<file path="config.mk">
export PLATFORM = sky130hd
export DESIGN_NAME = alu_share_arbiter
export DESIGN_NICKNAME = d
export VERILOG_FILES = /design/src/rtl/alu_share_pkg.sv /design/src/rtl/alu_share_arbiter_rr_pick.sv /design/src/rtl/alu_share_arbiter.sv
export SDC_FILE = /design/constraint.sdc
export NUM_CORES = 1
export LEC_CHECK = 0
export CAP_MARGIN = 20
export CORE_AREA = 2 2 81 83
export CTS_BUF_LIST = sky130_fd_sc_hd__clkbuf_4 sky130_fd_sc_hd__clkbuf_8
export CTS_CLUSTER_DIAMETER = 120
export DETAILED_ROUTE_END_ITERATION = 7
export DIE_AREA = 0 0 83 85
export DONT_BUFFER_PORTS = 1
export GPL_TIMING_DRIVEN = 1
export HOLD_SLACK_MARGIN = 0.02
export MAX_ROUTING_LAYER = met4
export PLACE_DENSITY = 0.57
export SETUP_SLACK_MARGIN = 0.5
export SLEW_MARGIN = 30
export SYNTH_ARGS = -nofsm -noshare
export SYNTH_HDL_FRONTEND = slang
export SYNTH_SLANG_ARGS = --single-unit
</file>
<file path="constraint.sdc">
create_clock -name clk -period 4.2 [get_ports clk]
set_input_delay 0.84 -clock clk [delete_from_list [all_inputs] [get_ports clk]]
set_output_delay 0.84 -clock clk [all_outputs]
set_load 0.005 [all_outputs]
</file>
<file path="src/rtl/alu_share_pkg.sv">
// Shared constants and types for the ALU sharing arbiter.
// Includes the mode enum and a one-hot to index helper.
package alu_share_pkg;

    localparam int ALU_OP_W   = 6;
    localparam int ALU_FLAG_W = 4;
    localparam int FLAG_CARRY = 3;
    localparam int MAX_REQ    = 8;

    typedef enum logic {
        ARB_FIXED = 1'b0,
        ARB_RR    = 1'b1
    } arb_mode_e;

    // Index of the set bit in a one-hot vector; 0 when the vector is empty.
    function automatic logic [2:0] onehot_to_idx(input logic [MAX_REQ-1:0] oh);
        logic [2:0] idx;
        idx = 3'd0;
        for (int i = 0; i < MAX_REQ; i++) begin
            idx = idx | (oh[i] ? 3'(i) : 3'd0);
        end
        return idx;
    endfunction

endpackage

</file>
<file path="src/rtl/alu_share_arbiter_rr_pick.sv">
// Combinational one-hot picker: the first request strictly after 'base' wins, wrapping.
// A base of N-1 turns it into a lowest-index-first priority picker.
module rr_pick #(
    parameter int N      = 3,
    parameter int BASE_W = $clog2(N)
) (
    input  logic [N-1:0]      req,
    input  logic [BASE_W-1:0] base,
    output logic [N-1:0]      gnt
);

    logic              found_s;
    logic [BASE_W-1:0] idx_s;

    // Scan base+1 .. base+N modulo N and keep the first hit.
    always_comb begin
        gnt     = {N{1'b0}};
        found_s = 1'b0;
        idx_s   = {BASE_W{1'b0}};
        for (int k = 1; k <= N; k++) begin
            idx_s = BASE_W'((int'(base) + k) % N);
            if (req[idx_s] && !found_s) begin
                gnt[idx_s] = 1'b1;
                found_s    = 1'b1;
            end else begin
                found_s = found_s;
            end
        end
    end

endmodule

</file>
<file path="src/rtl/alu_share_arbiter.sv">
// Time-multiplexes one shared combinational ALU among NUM_REQ requesters with
// fixed-priority or round-robin grants, lock-based holding and a starvation guard.
module alu_share_arbiter
    import alu_share_pkg::*;
#(
    parameter int NUM_REQ  = 3,
    parameter int WIDTH    = 16,
    parameter int OP_W     = ALU_OP_W,
    parameter int MODE     = 0,
    parameter int MAX_LOCK = 32,
    parameter int RESP_REG = 1
) (
    input  logic                        clk,
    input  logic                        rst,
    input  logic [NUM_REQ-1:0]          req,
    input  logic [NUM_REQ-1:0]          lock,
    input  logic [NUM_REQ*OP_W-1:0]     req_op,
    input  logic [NUM_REQ*WIDTH-1:0]    req_x,
    input  logic [NUM_REQ*WIDTH-1:0]    req_y,
    output logic [NUM_REQ-1:0]          gnt,
    output logic                        busy,
    output logic [$clog2(NUM_REQ)-1:0]  owner,
    output logic [OP_W-1:0]             alu_opcode,
    output logic [WIDTH-1:0]            alu_x_in,
    output logic [WIDTH-1:0]            alu_y_in,
    input  logic [WIDTH-1:0]            alu_result,
    input  logic [ALU_FLAG_W-1:0]       alu_flags,
    output logic [NUM_REQ-1:0]          rsp_valid,
    output logic [WIDTH-1:0]            rsp_result,
    output logic [ALU_FLAG_W-1:0]       rsp_flags
);

    localparam int IDX_W = $clog2(NUM_REQ);
    localparam int CNT_W = (MAX_LOCK > 0) ? $clog2(MAX_LOCK + 1) : 1;
    localparam logic [CNT_W-1:0] LOCK_MAX = CNT_W'(MAX_LOCK);
    localparam logic [IDX_W-1:0] LAST_IDX = IDX_W'(NUM_REQ - 1);

    logic [NUM_REQ-1:0] gnt_r;
    logic [IDX_W-1:0]   owner_r;
    logic               busy_r;
    logic [IDX_W-1:0]   rr_ptr_r;
    logic [CNT_W-1:0]   lock_cnt_r;

    logic [NUM_REQ-1:0] issue_vec_s;
    logic [NUM_REQ-1:0] others_s;
    logic [NUM_REQ-1:0] pick_req_s;
    logic [NUM_REQ-1:0] pick_gnt_s;
    logic [NUM_REQ-1:0] gnt_next_s;
    logic [IDX_W-1:0]   pick_base_s;
    logic [IDX_W-1:0]   pick_idx_s;
    logic [CNT_W-1:0]   lock_cnt_s;
    logic               issue_s;
    logic               owner_lock_s;
    logic               trip_s;
    logic               hold_s;

    assign issue_vec_s  = gnt_r & req;
    assign issue_s      = |issue_vec_s;
    assign owner_lock_s = issue_s & lock[owner_r];
    assign others_s     = req & ~gnt_r;

    // Lock counter includes the current locked issue; the guard trips only when someone else waits.
    always_comb begin
        lock_cnt_s  = {CNT_W{1'b0}};
        trip_s      = 1'b0;
        hold_s      = 1'b0;
        pick_req_s  = req;
        pick_base_s = LAST_IDX;
        gnt_next_s  = {NUM_REQ{1'b0}};
        if (owner_lock_s) begin
            if (lock_cnt_r == LOCK_MAX) begin
                lock_cnt_s = lock_cnt_r;
            end else begin
                lock_cnt_s = lock_cnt_r + CNT_W'(1);
            end
        end else begin
            lock_cnt_s = {CNT_W{1'b0}};
        end
        trip_s     = (MAX_LOCK != 0) && owner_lock_s && (lock_cnt_s == LOCK_MAX) && (|others_s);
        hold_s     = owner_lock_s && !trip_s;
        pick_req_s = trip_s ? others_s : req;
        if (MODE == int'(ARB_RR)) begin
            pick_base_s = rr_ptr_r;
        end else begin
            pick_base_s = LAST_IDX;
        end
        gnt_next_s = hold_s ? gnt_r : pick_gnt_s;
    end

    rr_pick #(
        .N      (NUM_REQ),
        .BASE_W (IDX_W)
    ) u_pick (
        .req  (pick_req_s),
        .base (pick_base_s),
        .gnt  (pick_gnt_s)
    );

    assign pick_idx_s = IDX_W'(onehot_to_idx(MAX_REQ'(pick_gnt_s)));

    // Grant, owner, lock counter and round-robin pointer state.
    always_ff @(posedge clk) begin
        if (rst) begin
            gnt_r      <= {NUM_REQ{1'b0}};
            owner_r    <= {IDX_W{1'b0}};
            busy_r     <= 1'b0;
            lock_cnt_r <= {CNT_W{1'b0}};
            rr_ptr_r   <= LAST_IDX;
        end else begin
            gnt_r      <= gnt_next_s;
            owner_r    <= hold_s ? owner_r : pick_idx_s;
            busy_r     <= |gnt_next_s;
            lock_cnt_r <= trip_s ? {CNT_W{1'b0}} : lock_cnt_s;
            if (!hold_s && (|pick_gnt_s)) begin
                rr_ptr_r <= pick_idx_s;
            end else begin
                rr_ptr_r <= rr_ptr_r;
            end
        end
    end

    assign gnt   = gnt_r;
    assign busy  = busy_r;
    assign owner = owner_r;

    // Shared ALU sees the owner's operands only on an issue, zeros otherwise.
    always_comb begin
        alu_opcode = {OP_W{1'b0}};
        alu_x_in   = {WIDTH{1'b0}};
        alu_y_in   = {WIDTH{1'b0}};
        if (issue_s) begin
            alu_opcode = req_op[int'(owner_r) * OP_W +: OP_W];
            alu_x_in   = req_x[int'(owner_r) * WIDTH +: WIDTH];
            alu_y_in   = req_y[int'(owner_r) * WIDTH +: WIDTH];
        end else begin
            alu_opcode = {OP_W{1'b0}};
        end
    end

    if (RESP_REG != 0) begin : g_rsp_reg
        logic [NUM_REQ-1:0]    rsp_valid_r;
        logic [WIDTH-1:0]      rsp_result_r;
        logic [ALU_FLAG_W-1:0] rsp_flags_r;

        // Registered response; data holds between valids.
        always_ff @(posedge clk) begin
            if (rst) begin
                rsp_valid_r  <= {NUM_REQ{1'b0}};
                rsp_result_r <= {WIDTH{1'b0}};
                rsp_flags_r  <= {ALU_FLAG_W{1'b0}};
            end else begin
                rsp_valid_r <= issue_vec_s;
                if (issue_s) begin
                    rsp_result_r <= alu_result;
                    rsp_flags_r  <= alu_flags;
                end else begin
                    rsp_result_r <= rsp_result_r;
                    rsp_flags_r  <= rsp_flags_r;
                end
            end
        end

        assign rsp_valid  = rsp_valid_r;
        assign rsp_result = rsp_result_r;
        assign rsp_flags  = rsp_flags_r;
    end else begin : g_rsp_comb
        logic [WIDTH-1:0]      last_result_r;
        logic [ALU_FLAG_W-1:0] last_flags_r;

        // Remember the last result so the outputs hold while idle.
        always_ff @(posedge clk) begin
            if (rst) begin
                last_result_r <= {WIDTH{1'b0}};
                last_flags_r  <= {ALU_FLAG_W{1'b0}};
            end else if (issue_s) begin
                last_result_r <= alu_result;
                last_flags_r  <= alu_flags;
            end else begin
                last_result_r <= last_result_r;
                last_flags_r  <= last_flags_r;
            end
        end

        assign rsp_valid  = issue_vec_s;
        assign rsp_result = issue_s ? alu_result : last_result_r;
        assign rsp_flags  = issue_s ? alu_flags : last_flags_r;
    end

endmodule

</file>
---- After elaboration in Yosys (flattened, before gate mapping) ----
Cells that the tools add are included.
cells by class
  add/subtract/negate cells ............... 1
  multipliers ............................. 1
  magnitude comparators ................... 1
  eq/ne operators ......................... 2
  shifts and indexed selects .............. 3
  multiplexer cells ....................... 16
  bitwise gates (word level) .............. 5
  reduce and logical (&&, ||, !) cells .... 12
operators with widths
  cell                                                number
  indexed part select 48 x 7 -> 16 bit                2
  2-to-1 mux 16 bit                                   2
  2-to-1 mux 6 bit                                    3
  indexed part select 18 x 6 -> 6 bit                 1
  == test 6 bit, second input constant                2
  2-to-1 mux 3 bit                                    3
  OR reduction 3 bit                                  3
  adder 6 x 1 -> 6 bit, second input constant         1
  AND 3 bit                                           2
  logical AND 1 bit                                   5
  2-to-1 mux 1 bit                                    5
  multiplier 2 x 2 -> 4 bit, second input constant    1
  2-to-1 mux 2 bit                                    2
  zero test 1 bit                                     3
  < comparator 2 x 3 -> 1 bit, second input constant  1
  inverter 3 bit                                      1
  binary-select mux 1 bit (select 2 bit)              1
  bitwise OR 1 x 2 -> 2 bit                           1
  OR reduction 2 bit                                  1
  AND 1 bit                                           1
word-level totals
  register bits after elaboration ......... 35
  input bits .............................. 142
  output and inout bits ................... 67
  logic and storage cells ................. 48

---- Longest topological paths before layout ----
Gate-level depths: netlist of the first run.
  word-level depth ........................ 17
  depth in mapped cells ................... 9
  mapped depth without buffers ............ 8

---- By module ----
From an unflattened synthesis of the first run, not the netlist that was laid out.
unflattened totals
  cell total of the unflattened synthesis .. 376
  area total of the unflattened synthesis .. 2623.8 sq um
modules (own cells, without submodules)
  module             instances  cells each  area an instance (sq um)  sequential area each (sq um)
  alu_share_arbiter  1          344         2396.0                    700.7
  rr_pick            1          32          227.7                     0.0

---- Least setup slack after synthesis of the first run ----
Ideal clock, no wire load.
  path type ............................... input to output
  start point ............................. input port req[0]
  end point ............................... output port alu_x_in[0]
  data arrival time ....................... 1846 ps
  setup slack ............................. 1514 ps
  stages .................................. 6
  path buffers ............................ 3
  cell sequence ........................... nand2_1 > and3_1 > clkbuf_1 > clkbuf_1 > buf_1 > nor2_1
on the way
  cells in the longest elaborated chain, start to end .. 3
ends and longest elaborated chain
  what                line                      RTL
  start, declared     alu_share_arbiter.sv:15   input logic [NUM_REQ-1:0] req,
  AND 3 bit           alu_share_arbiter.sv:57   assign issue_vec_s = gnt_r & req;
  OR reduction 3 bit  alu_share_arbiter.sv:58   assign issue_s = |issue_vec_s;
  2-to-1 mux 16 bit   alu_share_arbiter.sv:131  if (issue_s) begin
  end, declared       alu_share_arbiter.sv:24   output logic [WIDTH-1:0] alu_x_in,
No other way between the ends.

---- Final worst setup path of the first run ----
  start point ............................. register owner_r[1] (netlist: owner[1])
  end point ............................... output port alu_y_in[11]
on the way
  cells in the longest elaborated chain, start to end .. 2
ends and longest elaborated chain
  what                                  line                      RTL
  start, declared                       alu_share_arbiter.sv:39   logic [IDX_W-1:0] owner_r;
  start signal, assigned                alu_share_arbiter.sv:105  owner_r <= {IDX_W{1'b0}};
  start signal, assigned                alu_share_arbiter.sv:111  owner_r <= hold_s ? owner_r : pick_idx_s;
  indexed part select 48 x 7 -> 16 bit  alu_share_arbiter.sv:134  alu_y_in = req_y[int'(owner_r) * WIDTH +: WIDTH];
  2-to-1 mux 16 bit                     alu_share_arbiter.sv:131
  end, declared                         alu_share_arbiter.sv:25   output logic [WIDTH-1:0] alu_y_in,
No other way between the ends.

==> flow_summary.ini, run 1 <==
[outcome]
run_status = finished clean

[logic_synthesis]
synth_edf_count = 0
async_flop_share_pct = 0
ys_types = 42
syn_inst = 352
synth_area_leaders = dfxtp_1 (29%), mux2i_1 (16%), nor2_1 (13%)
synth_fp_nets = 496
synthFlopType = dfxtp_1
syn_area_um2 = 2460
ys_warn_count = 0
yosysMostFrequentCell = nor2_1
syn_avg_cell_area_um2 = 6.98
synth_top_area_share_pct = 28.5
ys_seq_area_share_pct = 28.5
ys_ff_latch = 35
synth_top_cell_by_area = dfxtp_1
synth_common_cells = nor2_1 (88), a21oi_1 (62), nand2_1 (46)

[clock_network]
hold_buffers = 0
clock_path_buffers = 2
clock_latency_ps = 290
cts_tree = done
numCtsBuffers = 5
h-tree-depth = 2
post_cts.repair.setup_buffers = 0
cts.repair.resized = 0
cts.sinks = 35
clk_pin_slew_ps = 80
root_buffer = clkbuf_8

[final_layout]
final_cells = 416
fill_cells = 644
nets = 482
regArea_um2 = 702
area_delta_synth_final_pct = 4.79
utilization_pct = 41.5
insertedDiodeCount = 0
multi_input_comb_area_um2 = 1610
drive_gt1_share_pct = 7.08

[sta]
tightest_slew_ps = 965
finalCriticalPeriod_ps = 2930
rsz0062_at_grt = false
fin_ws_ps = 1270
clock_skew_ps = 9.36
slew_viol_final = 0
timing.fmax_mhz = 342
final.setup.tns_ps = 0
final-setup-viol-count = 0
holdWs_ps = 466
max_slew_margin_pct = 35.7
finalHoldViolCount = 0
post-route-period-util_pct = 69.7

[setup_path]
path_cells = buf_4, mux2i_1, nor2_1, a21oi_1, nor2_1
start_kind = flop
required_ps = 3360
cp_data_arrival_time_ps = 2090
critPathMaxFanout = 33
slowest_stage = dfxtp_2
max_stage_delay_ps = 960
worstSetupPathType = flop to output pin
cpMostUsedCell = nor2_1
endpoint_kind = output pin

[power]
p_leak_nw = 0.908
p_switching_uw = 245
seqPwrFrac_pct = 47.8
sw_frac_of_total_pct = 31.6
pwr-share-clk_pct = 32.0
p_comb_share_pct = 20.2
powerDensity_nw_per_um2 = 301
ir_drop_uv = 291
internal_power_uw = 530

[placed_design]
dp_slack_ps = 1590
routabilityCongestion = 0.848
dp.cells = 408
hpwl_mm = 5.24
port_buffers = 0

[detailed_routing]
avgRoutedWirePerCell_um = 16.5
ant_nets = 0
drc = 0
vias_per_cell = 5.62
firstDrtPassIters = 4
wl_mm = 6.86
drt-initial-drc-count = 88
num_vias = 2338

[die]
core_area_um2 = 6200
num_rows = 29
dieArea_um2 = 7060
die_h_um = 85
pin_count = 209
initial_core_util_pct = 39.6
die_w_um = 83

[flow_run]
max-cap-violations = 0

[global_route]
gr-total-overflow = 0
grt_pass1_vias = 2098
antenna_found_initial = 0
grt_pass1_wl_mm = 10.2
track_usage_pct = 18.2
grt_max_degree = 42

[min_path]
hold_class = flop to flop
[power groups by stage]
stage / Clock (mW) / Combinational, mW / Sequential (mW)
4_1_cts: 0.260 / 0.158 / 0.371
3_3_place_gp: 0 / 0.155 / 0.379
2_1_floorplan: 0 / 0.142 / 0.367
5_1_grt: 0.274 / 0.179 / 0.372
3_5_place_dp: 0 / 0.158 / 0.378
6_report: 0.248 / 0.157 / 0.371
[flip-flops by register name, summed over array words and instances (netlist names)]
name,cells
rsp_result,16
busy,1
gnt,3
lock_cnt_r,6
rsp_flags,4
rsp_valid,3
owner,2
[cell type report]
type / instances / area share (%)
clock buffer: 5 / 2.67
clock inverter: 3 / 0.972
inverter: 7 / 1.02
multi-input combinational: 283 / 62.6
sequential: 35 / 27.3
tap: 77 / 3.74
timing repair buffer: 6 / 1.75
[through the flow]
step,area (um2),power [mW]
finish,2570,0.775
global route,2570,0.825
CTS,2570,0.789
detailed placement,2480,0.536
global placement,2480,0.534
floorplan,2460,0.509
[layer usage]
| layer | up-vias | global-route usage (%) | part of all wire (%) |
|---|---|---|---|
| met5 | - | - | 0 |
| met4 | 0 | 4.92 | 0.77 |
| met3 | 6 | 5.45 | 8.5 |
| met2 | 111 | 30.6 | 51 |
| met1 | 1066 | 21.1 | 40 |
| li1 | 1155 | - | - |
[critical path, delay by kind of cell (launching register included)]
family,cells,cell delay [ps]
AOI/OAI and AO/OA,1,140
buffers and inverters,1,350
DFF,1,960
muxes,1,200
and+or+nand+nor,2,120
[cells in the final DEF, fill, tap and decap left out, types with 4 or more instances in the layout]
master,synthesis,routed
nor2_1,88,88
a21oi_1,62,62
nand2_1,46,46
mux2i_1,40,40
dfxtp_1,35,34
inv_1,7,7
buf_4,0,6
clkbuf_8,0,5
nand3_1,4,4
xnor2_1,4,4
[worst paths after layout]
path,start,endpoint,slack (ps),depth (start not counted)
setup / recovery,owner[1],alu_y_in[11],1270,5
hold / removal,rsp_result[6],rsp_result[6],470,2
setup reg to reg,owner[1],gnt[2],1580,7
hold reg to reg,rsp_result[6],rsp_result[6],470,2
[cell families after synthesis]
| group | count (synthesis) | synth area share [%] |
|---|---|---|
| buffers and inverters | 34 | 6.06 |
| multiplexers | 40 | 16.3 |
| XOR/XNOR | 6 | 2.14 |
| adder cells (fa/ha/maj) | 2 | 1.02 |
| AO/OA/AOI/OAI | 80 | 18.7 |
| flip-flops | 35 | 28.5 |
| AND/OR/NAND/NOR | 155 | 27.3 |
(Power assumes the default switching activity.)
==> run 2: changes to the inputs <==
--- a/config.mk
+++ b/config.mk
@@ -15,7 +15,7 @@
 export GPL_TIMING_DRIVEN = 1
 export HOLD_SLACK_MARGIN = 0.02
 export MAX_ROUTING_LAYER = met4
-export PLACE_DENSITY = 0.57
+export PLACE_DENSITY = 0.59
 export SETUP_SLACK_MARGIN = 0.5
 export SLEW_MARGIN = 30
 export SYNTH_ARGS = -nofsm -noshare
==> constraint.sdc (replaced) <==
create_clock -name clk -period 2.65 [get_ports clk]
set_input_delay 0.53 -clock clk [delete_from_list [all_inputs] [get_ports clk]]
set_output_delay 0.53 -clock clk [all_outputs]
set_load 0.005 [all_outputs]
==> run 2 against run 1 <==
Power grew 72%. Clock skew shrank 7.1 ps. Via count grew 1.6%. Core utilization grew 1.3 points. Critical path type unchanged. Critical endpoint is now alu_y_in[3]. Largest cell class unchanged. Highest routed layer unchanged.
==> flow_summary.ini, run 2 (same netlist as run 1, synthesis figures left out) <==
[clock_network]
h-tree-depth = 2
clock_path_buffers = 2
clk_pin_slew_ps = 70
cts_tree = done
post_cts.repair.setup_buffers = 0
cts.sinks = 35
clock_latency_ps = 290
root_buffer = clkbuf_8
numCtsBuffers = 5
hold_buffers = 0

[power]
p_leak_nw = 0.947
ir_drop_uv = 433
powerDensity_nw_per_um2 = 502
power_mw = 1.33

[global_route]
grt_max_degree = 39
antenna_found_initial = 0
gr-total-overflow = 0
grt_pass1_vias = 2196
track_usage_pct = 19.1
grt_pass1_wl_mm = 10.8

[placed_design]
hpwl_mm = 5.43
port_buffers = 0
routabilityCongestion = 0.932
place_area_um2 = 2510

[setup_path]
r2r_cells = 7
required_ps = 2120
worstSetupPathType = flop to output pin
r2r_slack_ps = 660
r2r_start = lock_cnt_r[1]
cp_data_arrival_time_ps = 1510
critPathMaxFanout = 24
endpoint_kind = output pin
start_kind = flop
r2r-end = busy

[detailed_routing]
ant_nets = 0
avgRoutedWirePerCell_um = 16.9
drt-initial-drc-count = 73
firstDrtPassIters = 4
vias_per_cell = 5.68
wl_mm = 7.05
drc = 0
num_vias = 2376

[die]
pin_count = 209
die_h_um = 85
die_w_um = 83
dieArea_um2 = 7060
num_rows = 29
core_area_um2 = 6200
initial_core_util_pct = 39.6

[min_path]
hold_class = input port to flop
min_from = rst
hold-path-cell-count = 1
hold_end = rsp_flags[1]

[sta]
clock_skew_ps = 2.22
rsz0062_at_grt = true
post-route-period-util_pct = 76.9
tightest_slew_ps = 648
finalHoldViolCount = 0
max_slew_margin_pct = 56.4
timing.fmax_mhz = 491
final.setup.tns_ps = 0
finalCriticalPeriod_ps = 2040
holdWs_ps = 299
final-setup-viol-count = 0
slew_viol_final = 0

[final_layout]
drive_gt1_share_pct = 9.38
regArea_um2 = 706
insertedDiodeCount = 0
nets = 484
multi_input_comb_area_um2 = 1630
mostFrequentLayoutCells = nor2_1 (88), a21oi_1 (62), nand2_1 (46)
final_common_cell = nor2_1
utilization_pct = 42.8
largest_reg_flops = 16
final_cell_area_um2 = 2650
area_delta_synth_final_pct = 8.05
fill_cells = 618

[flow_run]
max-cap-violations = 0

[outcome]
run_status = finished clean
run 2: what timing repair did:
action | in CTS | in global routing
endpoints found under the hold margin | 0 | 0
resized for setup | 5 | 6
endpoints found under the setup margin | 33 | 11
run 2: stage by stage:
step / setup slack (ps) / std cells
after global placement: 506 / 410
after floorplan: 584 / 352
after CTS: 539 / 418
final: 611 / 418
after global routing: 495 / 418
after detailed placement: 411 / 410
run 2: power by group:
group	switching (mW)	leakage, nW	internal, mW	total (mW)
clock network	0.204	0.0581	0.280	0.484
registers	0.0245	0.287	0.553	0.577
logic	0.161	0.602	0.109	0.271
run 2: critical path: stages (launching register included):
cell     delay, ps
dfxtp_2        410
buf_8          250
mux2i_1        290
nor2_1          70
a21oi_1        120
nor2_1          70
run 2: worst max path at each step:
stage / startpoint / to / slack (ps) / cells past startpoint
after floorplan: req[0] / alu_x_in[0] / 580 / 6
final: owner[1] / alu_y_in[3] / 610 / 5
after global placement: lock_cnt_r[0] / owner[1] / 510 / 7
after CTS: lock_cnt_r[1] / busy / 540 / 7
after detailed placement: lock_cnt_r[0] / gnt[2] / 410 / 7
after global routing: owner[1] / alu_y_in[3] / 500 / 5
run 2: cell type report:
type | instances | share of cell area (%)
multi-input cells | 283 | 61.4
flip-flops and latches | 35 | 26.6
well taps | 77 | 3.63
repair buffers | 8 | 3.16
clock buffers | 5 | 2.59
clock inverters | 3 | 1.65
inverters | 7 | 0.990
run 2: per-layer routing:
| layer | global-route usage [%] | part of all wire, % |
|---|---|---|
| met1 | 22.7 | 41 |
| met2 | 30.9 | 49 |
| met3 | 4.86 | 7.0 |
| met4 | 7.90 | 3.0 |
| met5 | - | 0 |
